===== config.mk =====
export PLATFORM = sky130hd
export DESIGN_NAME = df_peak_hold_flat
export DESIGN_NICKNAME = d
export VERILOG_FILES = /design/src/rtl/df_peak_hold_if.sv /design/src/rtl/df_peak_hold.sv /design/src/flat_wrapper.sv
export SDC_FILE = /design/constraint.sdc
export NUM_CORES = 1
export LEC_CHECK = 0
export BUFFER_PORTS_ARGS = -buffer_cell sky130_fd_sc_hd__buf_2
export CAP_MARGIN = 20
export CORE_MARGIN = 2
export CORE_UTILIZATION = 50
export CTS_CLUSTER_SIZE = 20
export DETAILED_ROUTE_END_ITERATION = 10
export HOLD_SLACK_MARGIN = 0.06
export PLACE_DENSITY = 0.77
export SYNTH_ARGS = -nofsm -noshare
export SYNTH_HDL_FRONTEND = slang
export SYNTH_SLANG_ARGS = --single-unit

===== constraint.sdc =====
create_clock -name clk -period 7.16 [get_ports clk]
set_clock_uncertainty 0.1 [all_clocks]
set_input_delay 0.358 -clock clk [delete_from_list [all_inputs] [get_ports clk]]
set_output_delay 0.358 -clock clk [all_outputs]
set_load 0.005 [all_outputs]

===== src/rtl/df_peak_hold_if.sv =====
// rtl/df_peak_hold_if.sv - sample/peak bus for df_peak_hold
interface df_peak_hold_if;
  logic       ena;
  logic       clr;
  logic [7:0] sample_in;
  logic       sample_vld;
  logic [7:0] peak_out;
  logic       peak_vld;
  logic       hold_active;

  modport master (
    output ena, clr, sample_in, sample_vld,
    input  peak_out, peak_vld, hold_active
  );

  modport slave (
    input  ena, clr, sample_in, sample_vld,
    output peak_out, peak_vld, hold_active
  );
endinterface


===== src/rtl/df_peak_hold.sv =====
// rtl/df_peak_hold.sv - windowed peak level with hold-then-decay ballistics
// Optional DF_PEAK_RECTIFY_EN: rectify offset-binary samples around 0x80.
module df_peak_hold #(
  parameter int WINDOW       = 16,
  parameter int HOLD_WINDOWS = 2,
  parameter int DECAY_SHIFT  = 2
) (
  input  logic          clk,
  input  logic          rst_n,
  df_peak_hold_if.slave bus
);
  localparam int WCW = (WINDOW > 1) ? $clog2(WINDOW) : 1;
  localparam int HCW = (HOLD_WINDOWS > 0) ? $clog2(HOLD_WINDOWS + 1) : 1;
  localparam logic [WCW-1:0] LAST  = WCW'(WINDOW - 1);
  localparam logic [HCW-1:0] HLOAD = HCW'(HOLD_WINDOWS);

  typedef enum logic {ST_DECAY = 1'b0, ST_HOLD = 1'b1} state_t;

  state_t         r_state, w_state_nxt;
  logic [WCW-1:0] r_wcnt;
  logic [7:0]     r_wmax, r_peak;
  logic [HCW-1:0] r_hcnt;
  logic           r_vld;

  logic [7:0]     w_s, w_m, w_shift, w_dec, w_sub, w_peak_nxt;
  logic [HCW-1:0] w_hcnt_nxt;
  logic           w_clr, w_acc, w_close;

`ifdef DF_PEAK_RECTIFY_EN
  logic [8:0] w_neg;
  // Below midscale the doubled distance can reach 256, so it saturates.
  assign w_neg = (9'd128 - {1'b0, bus.sample_in}) << 1;
  assign w_s   = bus.sample_in[7] ? {bus.sample_in[6:0], 1'b0}
                                  : (w_neg[8] ? 8'hFF : w_neg[7:0]);
`else
  assign w_s = bus.sample_in;
`endif

  assign w_clr   = bus.ena & bus.clr;
  assign w_acc   = bus.ena & bus.sample_vld & ~bus.clr;
  assign w_close = w_acc & (r_wcnt == LAST);
  assign w_m     = ((r_wcnt == '0) || (w_s > r_wmax)) ? w_s : r_wmax;

  assign w_shift = r_peak >> DECAY_SHIFT;
  assign w_dec   = (w_shift == 8'd0) ? 8'd1 : w_shift;
  assign w_sub   = r_peak - w_dec;

  always_comb begin
    w_state_nxt = r_state;
    w_peak_nxt  = r_peak;
    w_hcnt_nxt  = r_hcnt;
    if (w_clr) begin
      w_state_nxt = ST_DECAY;
      w_peak_nxt  = 8'd0;
      w_hcnt_nxt  = '0;
    end else if (w_close) begin
      if (w_m >= r_peak) begin
        w_peak_nxt  = w_m;
        w_hcnt_nxt  = HLOAD;
        w_state_nxt = (HOLD_WINDOWS == 0) ? ST_DECAY : ST_HOLD;
      end else if (r_state == ST_HOLD) begin
        w_hcnt_nxt = r_hcnt - 1'b1;
        if (r_hcnt == HCW'(1)) w_state_nxt = ST_DECAY;
      end else begin
        w_peak_nxt = (w_m > w_sub) ? w_m : w_sub;
      end
    end
  end

  always_ff @(posedge clk or negedge rst_n) begin
    if (!rst_n) r_state <= ST_DECAY;
    else        r_state <= w_state_nxt;
  end

  always_ff @(posedge clk or negedge rst_n) begin
    if (!rst_n) begin
      r_wcnt <= '0;
      r_wmax <= 8'd0;
      r_peak <= 8'd0;
      r_hcnt <= '0;
      r_vld  <= 1'b0;
    end else begin
      r_peak <= w_peak_nxt;
      r_hcnt <= w_hcnt_nxt;
      r_vld  <= w_close;
      if (w_clr) begin
        r_wcnt <= '0;
        r_wmax <= 8'd0;
      end else if (w_acc) begin
        r_wcnt <= w_close ? '0 : r_wcnt + 1'b1;
        r_wmax <= w_m;
      end
    end
  end

  assign bus.peak_out    = r_peak;
  assign bus.peak_vld    = r_vld;
  assign bus.hold_active = (r_state == ST_HOLD);
endmodule

===== src/flat_wrapper.sv =====
// flat-port wrapper written by rule: the top's interface ports become plain ports
module df_peak_hold_flat 
#(
  parameter int WINDOW       = 16,
  parameter int HOLD_WINDOWS = 2,
  parameter int DECAY_SHIFT  = 2
)
  (clk, rst_n, bus_ena, bus_clr, bus_sample_in, bus_sample_vld, bus_peak_out, bus_peak_vld, bus_hold_active);
  df_peak_hold_if bus_i ();
  input  logic clk;
  input  logic rst_n;
  input wire logic [$bits(bus_i.ena)-1:0] bus_ena;
  input wire logic [$bits(bus_i.clr)-1:0] bus_clr;
  input wire logic [$bits(bus_i.sample_in)-1:0] bus_sample_in;
  input wire logic [$bits(bus_i.sample_vld)-1:0] bus_sample_vld;
  output wire logic [$bits(bus_i.peak_out)-1:0] bus_peak_out;
  output wire logic [$bits(bus_i.peak_vld)-1:0] bus_peak_vld;
  output wire logic [$bits(bus_i.hold_active)-1:0] bus_hold_active;
  assign bus_i.ena = bus_ena;
  assign bus_i.clr = bus_clr;
  assign bus_i.sample_in = bus_sample_in;
  assign bus_i.sample_vld = bus_sample_vld;
  assign bus_peak_out = bus_i.peak_out;
  assign bus_peak_vld = bus_i.peak_vld;
  assign bus_hold_active = bus_i.hold_active;
  df_peak_hold #(.WINDOW(WINDOW), .HOLD_WINDOWS(HOLD_WINDOWS), .DECAY_SHIFT(DECAY_SHIFT)) u_core (.clk(clk), .rst_n(rst_n), .bus(bus_i));
endmodule

==> flow_summary.toml <==
[outcome]
run_status = "finished, final reports clean"

[place]
dp.final_hpwl_um = 4340
portBuffers = 22
globalplace.congestion = 0.943
place_area_um2 = 2350

[power_and_ir_drop]
power_per_cell_area_nw_per_um2 = 153
irDropWorstVdd_mv = 0.129
p_leak_nw = 1.12

[synthesis]
synth_warnings = 0
synth-seq-cells = 24
biggest_area_contributors_in_the_synthesized_netlist = "dfrtp_1, ha_1, inv_1, o21ai_0, a21oi_1"
yosysMostFrequentCell = "ha_1"
ys_dominant_reg_cell = "dfrtp_1"
synthTopCellsByCount = "ha_1, inv_1, dfrtp_1, o21ai_0"
synth_edf_count = 0
synthesis.nets = 305
synth_cells = 258
synth_largest_type_area_fraction = 0.274
synth-seq-area-share = 0.274
simple_gate_share_of_the_synthesized_area = 0.162
parity_gate_share_of_the_synthesized_area_counting_xor_and_xnor_cells = 0.0160
synthMuxAreaShare = 0
synth.cell_area_um2 = 2200
synthesized_area_per_cell_um2 = 8.51
synth_adder_area_share = 0.197
yosysUniqueCellTypes = 48
area_fraction_in_compound_gates_after_synthesis = 0.293
synth_top_family_by_area = "compound AO/OA/AOI/OAI gates"
postSynth.asyncResetShare = 1.00
netlist.top_cell.by_area = "dfrtp_1"

[clock_tree]
post_cts.repair.setup_buffers = 0
ctsResizeCount = 0
cts.clk_slew.worst_paths_ns = 0.09
clockRootBuffer = "clkbuf_8"
cts_hold_repair.buffers = 1
cts_max_path_buffers = 2
cts_made_buffers = 3
clk-insertion-delay-late_ns = 0.27
cts_max_level = 1
cts_tree = "yes"
clock_sink_count = 24

[setup_path]
worst-endpoint-required_ns = 7.22
timing.critical_path.buf_inv = 1
rr_endpoint = "u_core.bus.peak_out[3]"
worst_path_largest_cell_delay_ns = 0.66
r2r-start = "u_core.r_wcnt[0]"
critPathTopFamily = "compound AO/OA/AOI/OAI gates"
worst_setup_path_endpoint = "u_core.bus.peak_out[3]"
worstPathMaxFanout = 11
cpMaxStageDelayCell = "a21oi_1"
reg2regPathDepth = 14
worst-path-stages = 14
crit_path_cell_trace = "inv_1 -> ha_1 -> or3b_1 -> and2_1 -> a22oi_2 -> nor2_1 -> a21oi_1 -> ha_1 -> nand2b_1 -> a2111o_1 -> a31o_1 -> a21oi_1 -> a22oi_1 -> o31a_1"
reg2reg_slack_ns = 2.64
worstSetupEndpointType = "flip-flop"
worstSetupStartpointType = "flip-flop"
timing.setup.critical_path_class = "reg -> reg"
worstSetupStartpoint = "u_core.r_wcnt[0]"
worst_ep_arrival_time_ns = 4.57

[timing]
total_setup_violations_reported_at_the_end_of_the_flow = 0
final.setup.tns_ns = 0
unrepaired_setup_endpoints_after_global_routing = "no"
timing_hold_violations_final = 0
max_freq_mhz = 221
timing_max_transition_violations_final = 0
final.min_clock_period_ns = 4.52
period_share = 0.631
max_slew.worst_pin.slew_ns = 0.791
relSlewSlack = 0.473

[layout]
nFillCells = 395
areaGrowthSynthToFinish_pct = 10.8
layout-drive-gt1-share = 0.110
final_design_area_no_fill_um2 = 2430
antenna_cells = 0
fin_nets = 329

[routing]
wl_met3_um = 332
met2_wirelength_um = 2690
drt_initial_violations = 127
viasPerCell = 6.23
detail_route.wirelength.met1_um = 2380
drt_drc_violations_left = 0
postRouteWirelength_um = 5480
detail_route.first_pass.iterations = 4
topRoutingLayerUsed = "met4"
postRouteAntennaNets = 0
num_vias = 2076
wirelength_per_cell_um = 16.5

[floorplanning]
std_cell_rows = 24
die-width_um = 70.3
design.portCount = 23
fp.coreArea_um2 = 4290
initial_utilization = 0.511
die_height_um = 70.3
dieArea_um2 = 4940

[job]
drv_cap = 0

[global_route]
grt_overflow_total = 0
grt_pass1_wl_um = 9370
grt_max_degree = 25
number_of_antenna_violations_at_the_first_check_in_global_routing = 0
grt_use_total = 0.233
grt_pass1_vias = 2057

[min_path]
worstHoldPathType = "in -> reg"
-- area by class of cell --
class | count | area [µm²] | share of cell area
sequential | 24 | 601 | 0.247
multi-input combinational | 201 | 1470 | 0.603
inverter | 29 | 109 | 0.0447
clock buffer | 3 | 41.3 | 0.0170
clock inverter | 1 | 30.0 | 0.0123
tap | 52 | 65.1 | 0.0267
timing repair buffer | 23 | 120 | 0.0494
-- metrics by stage --
stage | hold WS (ns) | total power, W | util | instances | setup WS [ns]
floorplan | -0.0376 | 0.000225 | - | 258 | 3.48
global placement | 0.279 | 0.000251 | 0.548 | 328 | 2.78
detailed placement | 0.281 | 0.000254 | 0.548 | 328 | 2.75
CTS | 0.351 | 0.000374 | 0.567 | 333 | 2.64
global route | 0.387 | 0.000397 | 0.567 | 333 | 2.35
finish | 0.365 | 0.000372 | 0.567 | 333 | 2.64
-- report_power, final --
group          internal [W]  leakage [nW]  switching (W)
Clock             0.0000747        0.0357      0.0000441
Combinational     0.0000396         0.757      0.0000678
Sequential         0.000141         0.330     0.00000464
Total              0.000255          1.12       0.000117
-- state kept, by name (all words and copies together) (netlist names) --
| signal | flops |
|---|---|
| u_core.bus.hold_active | 1 |
| u_core.bus.peak_out | 8 |
| u_core.r_wmax | 8 |
| u_core.r_wcnt | 4 |
| u_core.bus.peak_vld | 1 |
| u_core.r_hcnt | 2 |
-- worst register-to-register path, delay by kind of cell (launching register included) --
family / cells / cell delay [ns]
AO/OA/AOI/OAI: 7 / 2.48
AND/OR/NAND/NOR: 4 / 0.90
flip-flops: 1 / 0.43
adder cells (fa/ha/maj): 2 / 0.41
buffers and inverters: 1 / 0.07
-- worst min-delay path by stage --
stage / startpoint / end / slack [ns] / cells past startpoint
global route: bus_ena / u_core.r_wcnt[2] / 0.39 / 3
finish: bus_ena / u_core.r_wcnt[2] / 0.36 / 3
CTS: bus_ena / u_core.r_wcnt[2] / 0.35 / 3
detailed placement: rst_n / u_core.bus.peak_out[0] / 0.28 / 1
floorplan: rst_n / u_core.bus.hold_active / -0.04 / 0
global placement: rst_n / u_core.bus.peak_out[0] / 0.28 / 1
-- logic make-up (layout without fill, tap and decap cells) --
kind of cell    count (synthesis)  after routing
flops                          24             24
xor+xnor                        4              4
simple gates                   69             69
compound gates                 94             94
buf+inv                        33             56
fa+ha+maj                      34             34
-- metal layers --
layer / track usage / up-vias
met5: 0 / -
li1: - / 1016
met4: 0.0620 / 0
met3: 0.0404 / 10
met2: 0.403 / 68
met1: 0.298 / 982
-- cell usage in the layout, fill, tap and decap left out, types with 4 or more instances in the layout --
cell type	Yosys	final
nand2_1	18	18
ha_1	33	33
o211ai_1	7	7
nor2b_1	5	5
nand3_1	6	6
nor3_1	8	8
a32o_1	6	6
nand4_1	7	7
a21o_1	4	4
o21ai_0	21	21
buf_2	0	22
nand2b_1	5	5
nor2_1	7	7
o31ai_1	5	5
inv_1	28	28
a21oi_1	18	18
dfrtp_1	24	24
and3_1	4	4
Note: power is estimated with default switching activity, not from simulation.
